<file path="src/rtl/rsnn_pkg.sv">
// ----------------------------------------------------------------------------
// rsnn_pkg
// Shared constants for the RSNN parameter path: default parameter width and
// count, load-FSM state encoding and the meaning of each parameter slot.
// No ports (package).
// ----------------------------------------------------------------------------
package rsnn_pkg;

    localparam int unsigned PARAM_W    = 8;
    localparam int unsigned NUM_PARAMS = 8;

    // Parameter-load FSM encoding
    typedef enum logic [1:0] {
        ST_EMPTY   = 2'd0,
        ST_FILLING = 2'd1,
        ST_FULL    = 2'd2
    } load_state_e;

    // Slot assignment inside one complete parameter set
    localparam int unsigned IDX_W0     = 0;
    localparam int unsigned IDX_W1     = 1;
    localparam int unsigned IDX_W2     = 2;
    localparam int unsigned IDX_W3     = 3;
    localparam int unsigned IDX_W4     = 4;
    localparam int unsigned IDX_W5     = 5;
    localparam int unsigned IDX_THRESH = 6;
    localparam int unsigned IDX_DECAY  = 7;

endpackage : rsnn_pkg

</file>
<file path="src/rtl/param_register_bank.sv">
// ----------------------------------------------------------------------------
// param_register_bank
// Collects one parameter byte per write strobe into a staging array and, when
// the last byte of a set lands, copies the whole set into a shadow bank in a
// single edge so the neuron core never observes a partially loaded set.
//
// Ports
//   clk               in   rising-edge clock
//   rst               in   synchronous active-high reset, highest priority
//   enable            in   global enable; low freezes every register
//   params_reg_enable in   write strobe, one byte per accepted cycle
//   data_in           in   byte written on an accepted strobe
//   clear             in   abort/restart the current load (shadow kept)
//   rd_addr           in   staging readback index
//   rd_data           out  registered staging[rd_addr], 0 when out of range
//   params_flat       out  committed shadow bank, entry i at [i*DATA_W +: DATA_W]
//   load_count        out  bytes accepted in the current load
//   params_ready      out  shadow bank holds a complete committed set
//   overflow          out  sticky: strobe seen while the staging set was full
// ----------------------------------------------------------------------------
module param_register_bank #(
    parameter int unsigned DATA_W     = rsnn_pkg::PARAM_W,
    parameter int unsigned NUM_PARAMS = rsnn_pkg::NUM_PARAMS,
    parameter int unsigned PTR_W      = $clog2(NUM_PARAMS)
) (
    input  logic                         clk,
    input  logic                         rst,
    input  logic                         enable,
    input  logic                         params_reg_enable,
    input  logic [DATA_W-1:0]            data_in,
    input  logic                         clear,
    input  logic [PTR_W-1:0]             rd_addr,
    output logic [DATA_W-1:0]            rd_data,
    output logic [NUM_PARAMS*DATA_W-1:0] params_flat,
    output logic [PTR_W:0]               load_count,
    output logic                         params_ready,
    output logic                         overflow
);

    import rsnn_pkg::*;

    localparam int unsigned CNT_W = PTR_W + 1;

    load_state_e state_q, state_d;

    logic [NUM_PARAMS-1:0][DATA_W-1:0] staging_q, staging_d;
    logic [NUM_PARAMS-1:0][DATA_W-1:0] shadow_q,  shadow_d;
    logic [DATA_W-1:0]                 rd_data_q, rd_data_d;
    logic [PTR_W-1:0]                  wr_ptr_q,  wr_ptr_d;
    logic [CNT_W-1:0]                  load_count_q, load_count_d;
    logic                              params_ready_q, params_ready_d;
    logic                              overflow_q, overflow_d;

    logic acc_c;
    logic last_c;
    logic rd_in_range_c;

    // Clear wins over a same-cycle strobe; a full staging set ignores strobes
    assign acc_c         = enable && params_reg_enable && !clear && (state_q != ST_FULL);
    assign last_c        = (wr_ptr_q == PTR_W'(NUM_PARAMS - 1));
    assign rd_in_range_c = ({1'b0, rd_addr} < CNT_W'(NUM_PARAMS));

    // State register
    always_ff @(posedge clk) begin
        if (rst) begin
            state_q <= ST_EMPTY;
        end else begin
            state_q <= state_d;
        end
    end

    // Next-state logic
    always_comb begin
        state_d = state_q;
        if (enable) begin
            if (clear) begin
                state_d = ST_EMPTY;
            end else if (acc_c) begin
                state_d = last_c ? ST_FULL : ST_FILLING;
            end
        end
    end

    // Datapath next values: staging write, atomic commit, counters, readback
    always_comb begin
        staging_d      = staging_q;
        shadow_d       = shadow_q;
        rd_data_d      = rd_data_q;
        wr_ptr_d       = wr_ptr_q;
        load_count_d   = load_count_q;
        params_ready_d = params_ready_q;
        overflow_d     = overflow_q;

        if (enable) begin
            // Reads the pre-write staging value, so a same-cycle write returns old data
            rd_data_d = rd_in_range_c ? staging_q[rd_addr] : '0;

            if (clear) begin
                wr_ptr_d     = '0;
                load_count_d = '0;
                overflow_d   = 1'b0;
            end else if (acc_c) begin
                staging_d[wr_ptr_q] = data_in;
                if (last_c) begin
                    // Commit includes the byte landing on this edge
                    shadow_d       = staging_d;
                    params_ready_d = 1'b1;
                    wr_ptr_d       = '0;
                    load_count_d   = CNT_W'(NUM_PARAMS);
                end else begin
                    wr_ptr_d     = wr_ptr_q + PTR_W'(1);
                    load_count_d = (load_count_q == CNT_W'(NUM_PARAMS)) ?
                                   load_count_q : load_count_q + CNT_W'(1);
                end
            end else if (params_reg_enable && (state_q == ST_FULL)) begin
                overflow_d = 1'b1;
            end
        end
    end

    // Datapath registers
    always_ff @(posedge clk) begin
        if (rst) begin
            staging_q      <= '0;
            shadow_q       <= '0;
            rd_data_q      <= '0;
            wr_ptr_q       <= '0;
            load_count_q   <= '0;
            params_ready_q <= 1'b0;
            overflow_q     <= 1'b0;
        end else begin
            staging_q      <= staging_d;
            shadow_q       <= shadow_d;
            rd_data_q      <= rd_data_d;
            wr_ptr_q       <= wr_ptr_d;
            load_count_q   <= load_count_d;
            params_ready_q <= params_ready_d;
            overflow_q     <= overflow_d;
        end
    end

    assign rd_data      = rd_data_q;
    assign params_flat  = shadow_q;
    assign load_count   = load_count_q;
    assign params_ready = params_ready_q;
    assign overflow     = overflow_q;

endmodule : param_register_bank

</file>
<file path="config.mk">
export PLATFORM = sky130hd
export DESIGN_NAME = param_register_bank
export DESIGN_NICKNAME = d
export VERILOG_FILES = /design/src/rtl/rsnn_pkg.sv /design/src/rtl/param_register_bank.sv
export SDC_FILE = /design/constraint.sdc
export NUM_CORES = 1
export LEC_CHECK = 0
export CORE_MARGIN = 1
export CORE_UTILIZATION = 45
export CTS_CLUSTER_DIAMETER = 80
export DETAILED_ROUTE_END_ITERATION = 10
export PLACE_DENSITY = 0.72
export SLEW_MARGIN = 30
export SYNTH_ARGS = -nofsm -noshare
export SYNTH_HDL_FRONTEND = slang
export SYNTH_SLANG_ARGS = --single-unit
export TNS_END_PERCENT = 1
</file>
<file path="constraint.sdc">
create_clock -name clk -period 2.8 [get_ports clk]
set_clock_uncertainty 0.2 [all_clocks]
set_input_delay 0.56 -clock clk [delete_from_list [all_inputs] [get_ports clk]]
set_output_delay 0.56 -clock clk [all_outputs]
set_load 0.02 [all_outputs]
</file>
# After elaboration in Yosys (flattened, before gate mapping)
# Index checks and enable logic that the tools add are counted.
word_totals:
  reg_bits: 147
  word_cells: 65
op_classes:
  addsub: 2
  n_lt_le_gt_ge: 3
  n_eq_ne: 6
  n_mux: 18
  bitwise: 1
  n_reduce_logical: 13
op_table:
  columns: ["cell", "count"]
  rows:
  - ["bitwise mux 64 bit", 1]
  - ["binary-select mux 8 bit (select 3 bit)", 1]
  - ["demux 8 bit (select 3 bit)", 1]
  - ["two-way mux 4 bit", 4]
  - ["two-way mux 8 bit", 2]
  - ["two-way mux 3 bit", 3]
  - ["AND reduction 3 bit", 3]
  - ["less-than comparator 3 x 4 -> 1 bit, second input constant", 2]
  - ["two-way mux 2 bit", 3]
  - ["logical AND 1 bit", 5]
  - ["adder 4 x 1 -> 4 bit, second input constant", 1]
  - ["== test 4 bit, second input constant", 1]
  - ["!= test 2 bit, second input constant", 2]
  - ["AND reduction 4 bit", 1]
  - ["nonzero test 2 bit", 2]
  - ["adder 3 x 1 -> 3 bit, second input constant", 1]
  - ["== test 3 bit, second input constant", 1]
  - [">= comparator 3 x 1 -> 1 bit, second input constant", 1]
  - ["two-way mux 1 bit", 3]
  - ["!= test 3 bit, second input constant", 1]
  - ["== test 2 bit, second input constant", 1]
  - ["AND reduction 2 bit", 1]
  - ["zero test 1 bit", 1]
  - ["NOT 1 bit", 1]

# Longest topological paths before layout
# Gate-level depths: netlist of run 1.
depth:
  word_depth: 5
  depth_mapped: 7
  ltp_nobuf: 6

# Worst setup path before layout of run 1
# OpenSTA, ideal clock, no wires.
synth_timing:
  kind: "input to register"
  start: "input rd_addr[0]"
  end: "register rd_data_q[5], in the netlist rd_data[5]"
  setup_time_ns: 0.132
  arrival_ns: 1.806
  slack_ns: 0.662
  path_stages: 5
  cell_sequence: "buf_2 -> buf_2 -> mux4_2 -> o22ai_1 -> nor3_1"
synth_between:
  elab_chain_cells: 2
synth_rtl:
  columns: ["element", "line", "text"]
  rows:
  - ["start, declared", "param_register_bank.sv:32", "input logic [PTR_W-1:0] rd_addr,"]
  - ["binary-select mux 8 bit (select 3 bit)", "param_register_bank.sv:96", "rd_data_d = rd_in_range_c ? staging_q[rd_addr] : '0;"]
  - ["two-way mux 8 bit (not written as such)", "param_register_bank.sv:96", null]
  - ["end signal, assigned", "param_register_bank.sv:134", "rd_data_q <= rd_data_d;"]
  - ["end, declared", "param_register_bank.sv:48", "logic [DATA_W-1:0] rd_data_q, rd_data_d;"]
# No other way between the ends. The select of a mux whose other input is x is not followed.
# A chain may end at the register's enable or synchronous reset.

# Final worst setup path of run 1
layout_timing:
  start: "register wr_ptr_q[0]"
  end: "register shadow_q, in the netlist params_flat[32]"
layout_between:
  elab_chain_cells: 5
  elab_cells_between_ends: 8
layout_rtl:
  columns: ["element", "line", "text"]
  rows:
  - ["start, declared", "param_register_bank.sv:49", "logic [PTR_W-1:0] wr_ptr_q, wr_ptr_d;"]
  - ["start signal, assigned", "param_register_bank.sv:135", "wr_ptr_q <= wr_ptr_d;"]
  - ["less-than comparator 3 x 4 -> 1 bit (not written as such) or >= comparator 3 x 1 -> 1 bit (tied branches)", "param_register_bank.sv:103", "staging_d[wr_ptr_q] = data_in;"]
  - ["logical AND 1 bit (not written as such)", "param_register_bank.sv:103", null]
  - ["two-way mux 8 bit (not written as such)", "param_register_bank.sv:103", null]
  - ["demux 8 bit (select 3 bit)", "param_register_bank.sv:103", null]
  - ["bitwise mux 64 bit", "param_register_bank.sv:103", null]
  - ["end signal, assigned", "param_register_bank.sv:133", "shadow_q <= shadow_d;"]
  - ["end, declared", "param_register_bank.sv:47", "logic [NUM_PARAMS-1:0][DATA_W-1:0] shadow_q, shadow_d;"]
# Several ways; a longest one is shown, not always the timed one.

==> results of run 1 <==
## cells in the mapped netlist, types with 4 or more instances
cell / number
a21oi_1: 6
o22ai_1: 8
nor3_1: 12
nor4_4: 4
nor2_1: 144
buf_4: 4
a211oi_1: 65
mux2i_1: 129
o21ai_0: 4
clkbuf_1: 37
buf_2: 22
mux4_2: 16
dfxtp_1: 147
ha_1: 4
nor4b_1: 4
## cells by family (layout without fill, tap and decap cells)
kind of cell,Yosys count,in the layout,share of synthesized area [%]
muxes,145,145,25.66
buffers and inverters,66,153,4.627
AOI/OAI and AO/OA,88,88,9.720
xor gates and xnor gates,1,1,0.1361
adders and majority gates,4,4,0.7776
DFF,147,147,45.72
and+or+nand+nor,183,183,13.36
## sequential cells by signal, summed over array words and instances, names as in the netlist
register and cells:
state_q 2, overflow 1, rd_data 8, params_ready 1
params_flat 64, staging_q 64, wr_ptr_q 3, load_count 4
## power by group through the flow
| stage | logic (mW) | clock network (mW) | registers (mW) |
|---|---|---|---|
| after floorplan | 0.137 | 0 | 2.17 |
| after global placement | 0.238 | 0 | 2.17 |
| after detailed placement | 0.243 | 0 | 2.17 |
| after CTS | 0.244 | 2.07 | 2.12 |
| after global routing | 0.262 | 2.15 | 2.12 |
| final | 0.245 | 2.04 | 2.12 |
## worst max-delay path by stage
stage | startpoint | slack (ns) | to | cells past startpoint
global route | wr_ptr_q[0] | 0.27 | params_flat[56] | 6
finish | wr_ptr_q[0] | 0.41 | params_flat[32] | 6
global placement | enable | 0.21 | staging_q[32] | 7
detailed placement | enable | 0.15 | params_flat[13] | 6
CTS | wr_ptr_q[0] | 0.42 | params_flat[13] | 6
floorplan | rd_addr[0] | 0.66 | rd_data[5] | 5
## layer usage
metal / track usage [%] / vias up / routed length [um]
met3: 4.775 / 28 / 615
met2: 36.83 / 137 / 7637
li1: - / 2431 / -
met4: 9.259 / 0 / 425
met5: 0 / - / 0
met1: 30.64 / 2409 / 7726
## cell type report
class,count,area (um^2)
flip-flops and latches,147,2943
clock inverters,6,57.56
multi-input cells,421,3229
clock buffers,24,461.7
well taps,180,225.2
fillers,1172,5797
repair buffers,121,1214
inverters,2,7.507
## worst min-delay path: cells and delay by family, from the launching register on
family | cells | cell delay (ns)
DFF | 1 | 0.32
and+or+nand+nor | 2 | 0.12
## per-stage QoR
stage               power (mW)  setup WS [ns]  instances  hold slack [ns]
global route             4.534         0.2719        901           0.3123
floorplan                2.308         0.6618        634           0.2482
finish                   4.405         0.4142        901           0.2682
global placement         2.403         0.2115        871           0.2487
detailed placement       2.409         0.1484        871           0.2617
CTS                      4.436         0.4177        901           0.2746
==> flow_metrics.tcl, run 1 <==
set metrics [dict create \
    ys_top_cells_by_area "dfxtp_1, mux2i_1, nor2_1" \
    crit_type "register to register" \
    synth_seq_area_share_pct 45.72 \
    area_growth_pct 26.44 \
    root_buffer "clkbuf_16" \
    io_buffers 93 \
    netlist_area_um2 6436 \
    ioPinCount 94 \
    ir_drop_mv 0.5310 \
    clock_path_buffers 2 \
    reg2reg_from "wr_ptr_q[0]" \
    setup_viol 0 \
    setup_tns_ns 0 \
    diodes 0 \
    antenna_found_initial 0 \
    max_cap_violations 0 \
    hold_depth 2 \
    htree_levels 4 \
    p_switching_mw 0.9729 \
    rsz0062_at_grt "no" \
    internal_power_mw 3.432 \
    crit_fanout 62 \
    cpPeakStageDelay_ns 0.55 \
    synth_cell_types 33 \
    synth_seq_cells 147 \
    rows 43 \
    outcome "completed" \
    p_seq_share_pct 48.2 \
    start_util_pct 46.19 \
    vias_per_cell 5.555 \
    grt_max_degree 69 \
    synth_edf_count 0 \
    slowest_stage "dfxtp_1" \
    r2r_slack_ns 0.41 \
    path_common_cell "ha_1" \
    drtPass1Iterations 5 \
    final_cell_mix "dfxtp_1, nor2_1, mux2i_1" \
    hold_class "register to register" \
    rr_worst_depth 6 \
    start_kind "register" \
    period_minus_slack_ns 2.386 \
    finalCritPeriodShare_pct 85.21 \
    ant_nets 0 \
    postLayoutCoreUtil_pct 58.40 \
    powerDensity_nw_per_um2 541.3 \
    place_congestion 0.8087 \
    max_freq_mhz 419.1 \
    ys_async_sr_fraction_pct 0 \
    drt_iter0_drc 400 \
    nets 730 \
    cts_tree "yes" \
    drc_errors 0 \
    via_count 5005 \
    worst-path-buf-inv 1 \
    fp.dieW_um 121.6 \
    dieArea_um2 14790 \
    cts_buffers 17 \
    layout-drive-gt1-share_pct 11.10 \
    leakage_nw 2.844 \
    slew_violations 0 \
    crit_arrival_ns 2.50 \
    wirelength_mm 16.41 \
    hold_path_end "params_ready" \
    path_clk_slew_ns 0.06 \
    final_area_um2 8138 \
    tightest_slew_ns 0.7626 \
    r2r-end "params_flat[32]" \
    place_area_um2 7619 \
    endpoint_kind "register" \
    track_usage_pct 23.13 \
    cts.sinks 147 \
    avgSynthCellArea_um2 10.15 \
    maxSlewHeadroom_pct 49.00 \
    grt_pass1_vias 4908 \
    swShare_pct 22.09 \
    wire_per_inst_um 18.21 \
    synthFlopType "dfxtp_1" \
    clk_latency_ns 0.41 \
    grt_pass1_wl_mm 26.05 \
    final_hold_viol_count 0 \
    yosysWarnings 0 \
    yosysTopAreaCell "dfxtp_1" \
    synth_cells 634 \
    post_cts_buffers 0 \
    hp-start "params_ready" \
    cp_top_family "flip-flops" \
    combPwrFrac_pct 5.6 \
    hold_buffers 0 \
    cp_cell_sequence "ha_1, ha_1, nor4b_4, buf_12, nor2_1, a211oi_1" \
    hpwlAfterDp_mm 11.11 \
    required_ns 2.92 \
    final_common_cell "dfxtp_1" \
    clkPwrFrac_pct 46.3 \
    grt_overflow 0 \
    cts_resized 0 \
    synth_top_area_share_pct 45.72 \
    syn_nets 654 \
    die_h_um 121.6 \
    core_area_um2 13930 \
]
Power figures use the tool's default switching activity.
==> inputs of run 2 (changes only) <==
Settings changed: SLEW_MARGIN 30 to 40.
==> results of run 2 <==
Final layout, timing and power as in run 1 (identical DEF).
